`src/rtl/ap_pkg.sv`:
```
// ap_pkg: opcodes and sequencer states shared by the associative-processor word array.
package ap_pkg;
  localparam logic [2:0] AP_OP_LOAD  = 3'd1;
  localparam logic [2:0] AP_OP_CMP   = 3'd2;
  localparam logic [2:0] AP_OP_WRITE = 3'd3;
  localparam logic [2:0] AP_OP_FLIP  = 3'd4;
  localparam logic [2:0] AP_OP_ABS   = 3'd5;
  localparam logic [2:0] AP_OP_READ  = 3'd6;
  typedef enum logic [1:0] {IDLE, EXEC, ABS_RUN, DONE} ap_state_e;
endpackage

```
`src/rtl/ap_word_row.sv`:
```
// ap_word_row: one storage word with its tag and abs-carry (seen) flag, operated one bit column at a time.
module ap_word_row #(
  parameter int W  = 8,
  parameter int IW = 3
) (
  input  logic          clk,
  input  logic          rst_In,
  input  logic [IW-1:0] idx,
  input  logic          load,
  input  logic          load_bit,
  input  logic          cmp,
  input  logic          key,
  input  logic          mask,
  input  logic          wr,
  input  logic          wr_val,
  input  logic          flip,
  input  logic          abs_init,
  input  logic          abs_step,
  output logic          bit_out,
  output logic          tag
);
  logic [W-1:0] word;
  logic seen;
  assign bit_out = word[idx];
  // abs negates by flipping every bit above the lowest set bit
  always_ff @(posedge clk or negedge rst_In) begin
    if (!rst_In) begin
      word <= '0;
      tag  <= 1'b0;
      seen <= 1'b0;
    end else begin
      if (load) word[idx] <= load_bit;
      if (wr && tag) word[idx] <= wr_val;
      if ((flip && tag) || (abs_step && tag && seen)) word[idx] <= ~bit_out;
      if (cmp) tag <= mask & (bit_out == key);
      if (abs_init) begin
        tag  <= mask & word[W-1];
        seen <= 1'b0;
      end
      if (abs_step && tag) seen <= seen | bit_out;
    end
  end
endmodule

```
`src/rtl/ap_word_array.sv`:
```
// ap_word_array: bit-serial associative storage array with handshake sequencer and in-place ABS.
// Optional AP_TAG_COUNT_EN builds a registered popcount of the tags on tag_count.
module ap_word_array
  import ap_pkg::*;
#(
  parameter int DATA_DEPTH = 4,
  parameter int DATA_WIDTH = 8,
  parameter int COL_W      = $clog2(DATA_WIDTH + 1)
) (
  input  logic                          clk,
  input  logic                          rst_In,
  input  logic                          cmd_valid,
  output logic                          cmd_ready,
  input  logic [2:0]                    cmd_op,
  input  logic [COL_W-1:0]              col_sel,
  input  logic                          key,
  input  logic                          wr_val,
  input  logic [DATA_DEPTH-1:0]         row_mask,
  input  logic [DATA_DEPTH-1:0]         load_data,
  output logic [DATA_DEPTH-1:0]         tag_out,
  output logic                          any_tag,
  output logic [DATA_DEPTH-1:0]         col_out,
  output logic                          busy,
  output logic                          done,
  output logic                          cmd_err,
  output logic [$clog2(DATA_DEPTH+1)-1:0] tag_count
);
  localparam int IW  = DATA_WIDTH > 1 ? $clog2(DATA_WIDTH) : 1;
  localparam int TCW = $clog2(DATA_DEPTH + 1);
  ap_state_e state, state_n;
  logic [2:0] op_q;
  logic [COL_W-1:0] col_q;
  logic key_q, wr_q;
  logic [DATA_DEPTH-1:0] mask_q, data_q, bits;
  logic [IW-1:0] cnt, idx;
  logic accept, is_col_op, bad, ex;
  assign cmd_ready = state == IDLE;
  assign busy      = ~cmd_ready;
  assign done      = state == DONE;
  assign any_tag   = |tag_out;
  assign accept    = cmd_valid & cmd_ready;
  assign is_col_op = op_q inside {AP_OP_LOAD, AP_OP_CMP, AP_OP_WRITE, AP_OP_FLIP, AP_OP_READ};
  assign bad       = is_col_op & (col_q >= COL_W'(DATA_WIDTH));
  assign ex        = (state == EXEC) & ~bad;
  assign idx       = state == ABS_RUN ? cnt : col_q[IW-1:0];
  always_comb begin
    state_n = state;
    case (state)
      IDLE:    if (accept) state_n = cmd_op == AP_OP_ABS ? ABS_RUN : EXEC;
      EXEC:    state_n = DONE;
      ABS_RUN: if (cnt == IW'(DATA_WIDTH - 1)) state_n = DONE;
      default: state_n = IDLE;
    endcase
  end
  always_ff @(posedge clk or negedge rst_In) begin
    if (!rst_In) begin
      state   <= IDLE;
      op_q    <= '0;
      col_q   <= '0;
      key_q   <= 1'b0;
      wr_q    <= 1'b0;
      mask_q  <= '0;
      data_q  <= '0;
      cnt     <= '0;
      cmd_err <= 1'b0;
      col_out <= '0;
    end else begin
      state   <= state_n;
      cmd_err <= (state == EXEC) & bad;
      if (accept) begin
        op_q   <= cmd_op;
        col_q  <= col_sel;
        key_q  <= key;
        wr_q   <= wr_val;
        mask_q <= row_mask;
        data_q <= load_data;
        cnt    <= '0;
      end else if (state == ABS_RUN) begin
        cnt <= cnt + 1'b1;
      end
      if (ex && op_q == AP_OP_READ) col_out <= bits;
    end
  end
  // ABS samples row_mask live at acceptance; CMP uses the latched copy
  for (genvar g = 0; g < DATA_DEPTH; g++) begin : g_row
    ap_word_row #(.W(DATA_WIDTH), .IW(IW)) u_row (
      .clk      (clk),
      .rst_In   (rst_In),
      .idx      (idx),
      .load     (ex && op_q == AP_OP_LOAD && mask_q[g]),
      .load_bit (data_q[g]),
      .cmp      (ex && op_q == AP_OP_CMP),
      .key      (key_q),
      .mask     (cmd_ready ? row_mask[g] : mask_q[g]),
      .wr       (ex && op_q == AP_OP_WRITE),
      .wr_val   (wr_q),
      .flip     (ex && op_q == AP_OP_FLIP),
      .abs_init (accept && cmd_op == AP_OP_ABS),
      .abs_step (state == ABS_RUN),
      .bit_out  (bits[g]),
      .tag      (tag_out[g])
    );
  end
`ifdef AP_TAG_COUNT_EN
  logic [TCW-1:0] pop;
  always_comb begin
    pop = '0;
    for (int i = 0; i < DATA_DEPTH; i++) pop = pop + TCW'(tag_out[i]);
  end
  always_ff @(posedge clk or negedge rst_In) begin
    if (!rst_In) tag_count <= '0;
    else tag_count <= pop;
  end
`else
  assign tag_count = '0;
`endif
endmodule

```
`config.mk`:
```
export PLATFORM = sky130hd
export DESIGN_NAME = ap_word_array
export DESIGN_NICKNAME = d
export VERILOG_FILES = /design/src/rtl/ap_pkg.sv /design/src/rtl/ap_word_row.sv /design/src/rtl/ap_word_array.sv
export SDC_FILE = /design/constraint.sdc
export NUM_CORES = 1
export LEC_CHECK = 0
export CAP_MARGIN = 20
export CELL_PAD_IN_SITES_DETAIL_PLACEMENT = 0
export CELL_PAD_IN_SITES_GLOBAL_PLACEMENT = 1
export CORE_UTILIZATION = 45
export DETAILED_ROUTE_END_ITERATION = 8
export PLACE_DENSITY_LB_ADDON = 0.1
export REMOVE_ABC_BUFFERS = 1
export SLEW_MARGIN = 20
export SYNTH_ARGS = -nofsm -noshare
export SYNTH_HDL_FRONTEND = slang
export SYNTH_SLANG_ARGS = --single-unit
```
`constraint.sdc`:
```
create_clock -name clk -period 5.7 [get_ports clk]
set_clock_uncertainty 0.2 [all_clocks]
set_input_delay 1.14 -clock clk [delete_from_list [all_inputs] [get_ports clk]]
set_output_delay 1.14 -clock clk [all_outputs]
set_load 0.03 [all_outputs]
```
# Yosys cells after proc, flatten, opt, wreduce, memory -nomap -nowiden
# Cells that the tools add are included.
# word_totals
reg_bits,67
elab_cells,163
input_bits,20
# op_classes
eq_ne,16
n_addsub,1
n_mux,58
reduce_logical,41
bitwise,22
magnitude_cmp,3
# op_table
operator,n
8-bit bitwise mux,12
8-bit two-way mux,12
1-bit logical AND,27
1-bit two-way mux,22
1-bit bitwise AND,12
1-bit binary-select mux with 3-bit select,4
"3-bit equality test, second input constant",4
2-bit nonzero test,6
3-bit two-way mux,3
"3-bit by 2-bit equality test with 1-bit output, second input constant",2
2-bit two-way mux,3
1-bit NOT,6
2-bit one-hot mux with 3 select lines,1
5-bit nonzero test,1
1-bit equality test,4
"2-bit equality test, second input constant",2
"4-bit >= comparator, second input constant",1
1-bit logical OR,4
"3-bit by 4-bit < comparator with 1-bit output, second input constant",1
1-bit bitwise OR,4
4-bit OR reduction,1
"3-bit by 1-bit adder with 3-bit output, second input constant",1
1-bit demux with 3-bit select,1
"3-bit by 1-bit equality test with 1-bit output, second input constant",1
other kinds (6),6

# Longest topological paths before layout
# Gate-level depths: netlist of run 1.
# depth
depth_word,12
ltp_mapped,11
ltp_nobuf,8

# By module
# A second synthesis of run 1 with hierarchy kept.
# hier_totals
hier_cells,365
area_unflattened_um2,3896.2
# modules_own_cells
mod,cells_per_inst,n_inst,area_each_um2
ap_word_row at g_row[0].u_row ...,65,3,631.9
ap_word_array,105,1,1370.1
ap_word_row at g_row[3].u_row,65,1,630.6

# Worst setup path after synthesis of run 1
# Ideal clock, no wire load.
# synth_timing
path_type,register -> output
start,register state[0]
end,output port busy
path_slack_ps,3139
path_buffers,1
path_stages_with_launch,5
arrival_time_ps,1221
path_cell_list,dfrtp_1 -> inv_1 -> ha_1 -> buf_2 -> inv_1
# synth_via
elab_chain_cells,2
# synth_lines
element,line_no,text
start: declaration,ap_word_array.sv:30,"ap_state_e state, state_n;"
start signal: assignment,ap_word_array.sv:68,state <= state_n;
2-bit logical NOT,ap_word_array.sv:37,assign cmd_ready = state == IDLE;
named net cmd_ready,ap_word_array.sv:13,"output logic cmd_ready,"
1-bit NOT,ap_word_array.sv:38,assign busy = ~cmd_ready;
end: declaration,ap_word_array.sv:23,"output logic busy,"
# The timed path passes the listed nets, and every way through them passes these cells.

# Worst setup path after layout of run 1
# layout_timing
start,register state[1]
end,output port cmd_ready
# layout_via
elab_chain_cells,1
# layout_lines
element,line_no
2-bit logical NOT,ap_word_array.sv:37
end: declaration,ap_word_array.sv:13
# Every way passes these cells.

==> summary.txt, run 1 <==
Synthesis
  • Synth Instances: just over 400
  • #FFs+latches synth: between 60 and 70
  • Synthesized cell area: around 3800 µm²
  • Ys flop type: dfrtp_1
  • Top cells by area, synth: dfrtp_1, nand2_1, a21oi_1
  • Yosys warns: 0
  • Synth top area share: between 40% and 50%
  • Most frequent cell after synthesis: nand2_1
  • Post-Syn Area per Cell: 9.27 µm²
  • Synth async-reset ratio: 100%
  • Post-synth EDFFs: 0
  • Sequential fraction of the synthesis area: between 40% and 50%
  • Unique masters post-synth: between 50 and 60
  • Synth cell count leaders: nand2_1, dfrtp_1, a21oi_1, o21ai_0, mux2i_1
  • Yosys top cell by area: dfrtp_1

Setup path
  • Slowest Stage Delay on Critical Path: 0.76 ns
  • Critical-path cell with the highest stage delay: clkdlybuf4s50_1
  • Crit path DAT: 2.08 ns
  • Crit-path leading delay family: buffers and inverters
  • Crit. End Element: output pin
  • Crit path kind: reg -> out
  • Cells along the critical path: inv_1 -> ha_1 -> clkdlybuf4s50_1
  • Startpoint Class: flop
  • CP Max Fanout: 10
  • Buffers & Inverters on Critical Path: 2
  • Worst EP required: 4.36 ns

Drt
  • Via count: between 3000 and 4000
  • Remaining antenna violation count: 0
  • Vias/cell: approximately 5.6
  • Drt wl/cell: 17.2 µm
  • DRT iter0 DRCs: 150
  • Drt total wl: around 9.2 mm
  • Detailed Routing Iterations Pass 1: 4
  • Detailed-route DRC error count: 0

Clock tree
  • Clk Latency, worst-skew pair: approximately 0.36 ns
  • Post_cts resized: 0
  • Root buf cell: clkbuf_8
  • Sink Count: between 60 and 70
  • H-Tree Depth: 3
  • Hold buffers post-CTS: 0
  • Post-CTS Setup Bufs: 0
  • TritonCTS Buffers: 9
  • Clk buf depth: 2
  • Clock tree from TritonCTS: built
  • Clk slew on worst S/H paths: about 0.08 ns

Timing
  • Fin. max-slew vios: 0
  • Final min period: approximately 3.4 ns
  • # setup viols final: 0
  • Worst slew pin tran: 0.885 ns
  • Hold_ws: 0.285 ns
  • Fmax: 292 MHz
  • Setup TNS: 0 ns
  • Hold Vio Cnt, Final: 0
  • Period utilisation layout: 60.0%
  • Slew margin rel.: 41.0%
  • RSZ-0062 raised after global routing: false

Final layout
  • Share of cells above drive strength 1: a little under an eighth
  • # nets final: 456
  • Finished layout cell area: 4250 µm²
  • Fillcell total: approximately 740
  • Area delta synth->final: 13.2%
  • # diodes: 0
  • Final Util: 53.9%

Power and ir drop
  • Max IR drop VDD: 0.225 mV
  • PD cells: between 500 and 600 nW/µm²
  • Pleak: between 1.5 and 2 nW
  • Pwr Total: 2.42 mW

Job
  • Max Cap Viol: 0

Placement
  • Post-DP Area: a little over 4000 µm²
  • HPWL Detailed: 6.31 mm
  • PortBufs: 32
  • Routability cong.: between 0.8 and 0.9

Global route
  • First-pass GRT wire length: about 16 mm
  • Vias in the first global route: between 2000 and 3000
  • Initial antenna violation count: 0
  • Largest net degree at the start of global routing: 68
  • Grt ovf: 0
  • Gr usage total: between 20% and 30%

Floorplan
  • Initial core utilization: roughly 48%
  • Row cnt: 32
  • Chip Height: a little over 90 µm
  • I/O pin count: 36
  • Core box area: 7890 µm²
  • Chip width: a little over 90 µm
  • DIE AREA: 8710 µm²

Hold path
  • Class of the worst hold path: reg -> reg

Outcome
  • Outcome: complete, no violations
-- worst reg2reg max path: stages, from the launching register on --
cell and delay [ns]:
dfrtp_1 0.41, inv_1 0.09, ha_1 0.14, buf_4 0.31, mux2i_2 0.69, nand2_1 0.14, a32oi_1 0.40, nand2_2 0.17
a22oi_4 0.45, o21ai_2 0.10
-- cell usage in the layout (no fill, tap or decap), types with 3 or more instances in the layout --
cell             Yosys  routed
nand4_1              3       3
ha_1                 6       6
xnor2_1              4       4
conb_1               1       3
mux2i_1             17      17
a31oi_1              3       3
a21oi_1             41      41
nor3_1               3       3
clkbuf_8             0       9
o21ai_1             11      11
a32oi_1              5       5
buf_4                9       3
mux2_2               4       4
nand3_1              8       8
nand3b_1             6       6
clkdlybuf4s50_1      0      31
o21ai_0             26      26
nand2_1             78      78
inv_1               15      15
o211ai_1             4       4
dfrtp_1             67      67
and2_1               8       8
nor2_1              13      13
a22oi_1              4       4
o21ai_2             10      10
-- sequential cells by signal, indices dropped and copies added, names as in the netlist --
| name | count |
|---|---|
| cnt | 3 |
| col_q | 4 |
| state | 2 |
| wr_q | 1 |
| data_q | 4 |
| g_row.u_row.seen | 4 |
| g_row.u_row.word | 32 |
| op_q | 3 |
| g_row.u_row.tag | 4 |
| col_out | 4 |
| mask_q | 4 |
| key_q | 1 |
| cmd_err | 1 |
-- routing by layer --
metal | part of all wire (%) | global-route usage [%] | routed length [µm]
met2 | 45 | 35.9 | 4200
met3 | 2.7 | 3.82 | 250
met1 | 50 | 33.2 | 4600
met4 | 1.9 | 9.87 | 180
met5 | 0 | 0 | 0
-- report_power, final --
| part | internal [mW] | switching (mW) | leakage [nW] | total (mW) |
|---|---|---|---|---|
| logic | 0.470 | 0.706 | 0.807 | 1.18 |
| registers | 0.668 | 0.219 | 0.886 | 0.887 |
| clock network | 0.158 | 0.202 | 0.0822 | 0.360 |
| total | 1.30 | 1.13 | 1.78 | 2.42 |
-- worst paths after layout --
| kind | from | end | slack, ns | cells after the start |
|---|---|---|---|---|
| max | state[1]$_DFFE_PN0P_ | cmd_ready | 2.28 | 3 |
| min | data_q[3]$_DFFE_PN0P_ | data_q[3]$_DFFE_PN0P_ | 0.28 | 2 |
| max reg2reg | state[0]$_DFFE_PN0P_ | g_row[3].u_row.word[7]$_DFF_PN0_ | 2.48 | 9 |
| min reg2reg | data_q[3]$_DFFE_PN0P_ | data_q[3]$_DFFE_PN0P_ | 0.28 | 2 |
| max in group asynchronous | rst_In | op_q[2]$_DFFE_PN0P_ | 3.94 | 2 |
| min in group asynchronous | rst_In | g_row[3].u_row.word[0]$_DFF_PN0_ | 0.78 | 2 |
-- kinds of logic after synthesis --
group | after synthesis | synth area share [%]
adder cells (fa/ha/maj) | 6 | 2.00
XOR/XNOR | 4 | 0.933
other | 1 | 0.0999
flip-flops | 67 | 44.7
buffers and inverters | 38 | 5.47
AO/OA/AOI/OAI | 128 | 22.6
multiplexers | 24 | 6.90
AND/OR/NAND/NOR | 137 | 17.3
-- cell type report --
| class | instances | area, µm² | share of cell area (%) |
|---|---|---|---|
| multi-input cells | 302 | 1880 | 44.2 |
| repair buffers | 35 | 338 | 7.95 |
| well taps | 102 | 128 | 3.00 |
| clock inverters | 6 | 42.5 | 1.00 |
| flip-flops and latches | 67 | 1680 | 39.5 |
| clock buffers | 10 | 128 | 3.00 |
| inverters | 15 | 56.3 | 1.33 |
-- stage by stage --
step                worst slack, ns  cells
finish                         2.28    537
global route                   2.19    537
CTS                            2.27    537
detailed placement             2.37    521
global placement               2.45    521
floorplan                      2.72    384
No activity file was read; power rests on OpenSTA's default activity.
==> run 2, diff against run 1 <==
--- a/config.mk
+++ b/config.mk
@@ -8,7 +8,7 @@
 export CAP_MARGIN = 20
 export CELL_PAD_IN_SITES_DETAIL_PLACEMENT = 0
 export CELL_PAD_IN_SITES_GLOBAL_PLACEMENT = 1
-export CORE_UTILIZATION = 45
+export CORE_UTILIZATION = 40
 export DETAILED_ROUTE_END_ITERATION = 8
 export PLACE_DENSITY_LB_ADDON = 0.1
 export REMOVE_ABC_BUFFERS = 1
==> constraint.sdc (replaced) <==
create_clock -name clk -period 2.7 [get_ports clk]
set_clock_uncertainty 0.2 [all_clocks]
set_input_delay 0.54 -clock clk [delete_from_list [all_inputs] [get_ports clk]]
set_output_delay 0.54 -clock clk [all_outputs]
set_load 0.03 [all_outputs]
==> run 2 against run 1 <==
Setup slack worse by 2.2 ns. Global-route usage is 2.5 points lower. Die area is 12% higher. Critical endpoint is now any_tag. Core utilization is 2.2 points lower. First-iteration DRC count is 16% lower. Sequential power is 110% higher. Via count is 0.40% lower. Hold slack worse by 0.28 ns. Highest routed layer unchanged. Wire length is 1.0% higher.
==> summary.txt, run 2 (synthesis results as in run 1) <==
Timing
  • Setup TNS: 0 ns
  • Worst setup margin: roughly 0.09 ns
  • Hold Vio Cnt, Final: 0
  • RSZ-0062 raised after global routing: false
  • Hold_ws: roughly 0.0081 ns
  • Fmax: 383 MHz
  • # setup viols final: 0
  • Fin. max-slew vios: 0
  • Final min period: 2.61 ns
  • Worst slew pin tran: around 0.67 ns
  • Period utilisation layout: between 90% and 100%
  • Slew margin rel.: about 55%

Setup path
  • Crit. End Element: output pin
  • Cells along the critical path: or4_1 -> clkdlybuf4s50_1
  • Crit path DAT: 1.87 ns
  • Critical-path cell with the highest stage delay: clkdlybuf4s50_1
  • Slowest Stage Delay on Critical Path: approximately 0.6 ns
  • Worst EP required: roughly 2.0 ns
  • Startpoint Class: flop
  • Buffers & Inverters on Critical Path: 1
  • CP Max Fanout: 7
  • Crit path kind: reg -> out
  • Crit-path leading delay family: buffers and inverters

Global route
  • Grt ovf: 0
  • First-pass GRT wire length: 15.9 mm
  • Largest net degree at the start of global routing: 32
  • Gr usage total: between 20% and 30%
  • Initial antenna violation count: 0
  • Vias in the first global route: around 3100

Clock tree
  • TritonCTS Buffers: 9
  • H-Tree Depth: 3
  • Clk Latency, worst-skew pair: ~0.34 ns
  • Post-CTS Setup Bufs: 0
  • Clk slew on worst S/H paths: around 0.080 ns
  • Root buf cell: clkbuf_8
  • Clk buf depth: 2
  • Sink Count: between 60 and 70
  • Clock tree from TritonCTS: built

Drt
  • Vias/cell: about 5.3
  • Remaining antenna violation count: 0
  • Drt total wl: 9.33 mm
  • Detailed-route DRC error count: 0
  • Drt wl/cell: between 15 and 20 µm
  • Via count: ~3000
  • Detailed Routing Iterations Pass 1: 4
  • DRT iter0 DRCs: 126

Floorplan
  • Initial core utilization: between 40% and 50%
  • Chip Height: slightly below 100 µm
  • Row cnt: 34
  • Chip width: 98.9 µm
  • DIE AREA: 9780 µm²
  • I/O pin count: 36
  • Core box area: 8890 µm²

Power and ir drop
  • PD cells: 1220 nW/µm²
  • Pleak: roughly 2 nW
  • Max IR drop VDD: between 0.4 and 0.5 mV
  • Pwr Total: 5.62 mW

Outcome
  • Outcome: complete, no violations

Placement
  • PortBufs: 32
  • Routability cong.: around 0.8
  • Dpl cells: between 500 and 600
  • HPWL Detailed: 7.11 mm
  • Post-DP Area: around 4300 µm²
  • Pre-CTS setup slack: -0.0365 ns

Final layout
  • Fillcell total: 858
  • Final Util: roughly half
  • Biggest register: g_row.u_row.word
  • # diodes: 0
  • Commonest cells after routing, fill and taps aside: nand2_1, dfrtp_1, a21oi_1, clkdlybuf4s50_1, buf_4
  • Finished Layout Cells: about 570
  • Finished layout cell area: roughly 4600 µm²
  • Max reg flops: 32
  • # nets final: ~490
  • Area delta synth->final: 22.4%
  • Most common cell after layout, fill and taps aside: nand2_1
  • Share of cells above drive strength 1: ~18%

Job
  • Max Cap Viol: 0

Hold path
  • Class of the worst hold path: in -> async
[run 2: area by class of cell]
type / count / area (µm²) / area share (%)
Timing Repair Buffer: 64 / 583 / 12.7
Multi-Input combinational cell: 302 / 1920 / 41.7
Sequential cell: 67 / 1680 / 36.5
Clock inverter: 6 / 88.8 / 1.93
Clock buffer: 10 / 138 / 3.00
Tap cell: 108 / 135 / 2.94
Inverter: 15 / 56.3 / 1.23
[run 2: what timing repair did]
action,CTS,global route
endpoints found under the setup margin,16,29
endpoints found under the hold margin,0,0
resized for setup,2,6
hold buffers,0,0
[run 2: path summary, 6_finish.rpt]
| path | from | endpoint | slack (ns) | cells past startpoint |
|---|---|---|---|---|
| worst max-delay path | g_row[0].u_row.tag$_DFFE_PN0P_ | any_tag | 0.09 | 2 |
| worst min-delay path | rst_In | g_row[0].u_row.word[0]$_DFF_PN0_ | 0.008 | 1 |
| worst max register to register | state[0]$_DFFE_PN0P_ | g_row[0].u_row.tag$_DFFE_PN0P_ | 0.22 | 10 |
| worst min register to register | data_q[2]$_DFFE_PN0P_ | data_q[2]$_DFFE_PN0P_ | 0.28 | 2 |
| max in group asynchronous | rst_In | g_row[2].u_row.seen$_DFFE_PN0P_ | 1.66 | 2 |
| min in group clk | data_q[2]$_DFFE_PN0P_ | data_q[2]$_DFFE_PN0P_ | 0.28 | 2 |
[run 2: worst reg2reg max path: cells and delay by family (launching register included)]
family	cells	cell delay (ns)
AO/OA/AOI/OAI	3	0.74
buffers and inverters	3	0.45
flip-flops	1	0.39
AND/OR/NAND/NOR	2	0.25
adder cells (fa/ha/maj)	1	0.21
XOR/XNOR	1	0.12
[run 2: report_power, final]
| part | leakage (nW) | total (mW) | switching (mW) | internal (mW) |
|---|---|---|---|---|
| combinational | 0.968 | 2.82 | 1.57 | 1.24 |
| sequential | 0.886 | 1.85 | 0.437 | 1.41 |
| clock | 0.108 | 0.957 | 0.412 | 0.545 |
| total | 1.96 | 5.62 | 2.42 | 3.20 |
[run 2: metal layers]
layer | vias to the layer above | share of wire [%] | track usage (%)
met2 | 41 | 47 | 33.7
met5 | - | 0 | 0
met1 | 1427 | 50 | 29.2
met3 | 4 | 2.3 | 3.26
li1 | 1539 | - | -
met4 | 0 | 0.65 | 6.54
==> run 3, diff against run 2 <==
--- a/config.mk
+++ b/config.mk
@@ -5,7 +5,6 @@
 export SDC_FILE = /design/constraint.sdc
 export NUM_CORES = 1
 export LEC_CHECK = 0
-export CAP_MARGIN = 20
 export CELL_PAD_IN_SITES_DETAIL_PLACEMENT = 0
 export CELL_PAD_IN_SITES_GLOBAL_PLACEMENT = 1
 export CORE_UTILIZATION = 40
==> results of run 3 <==
The final DEF is identical to that of run 2; final timing and power are the same.
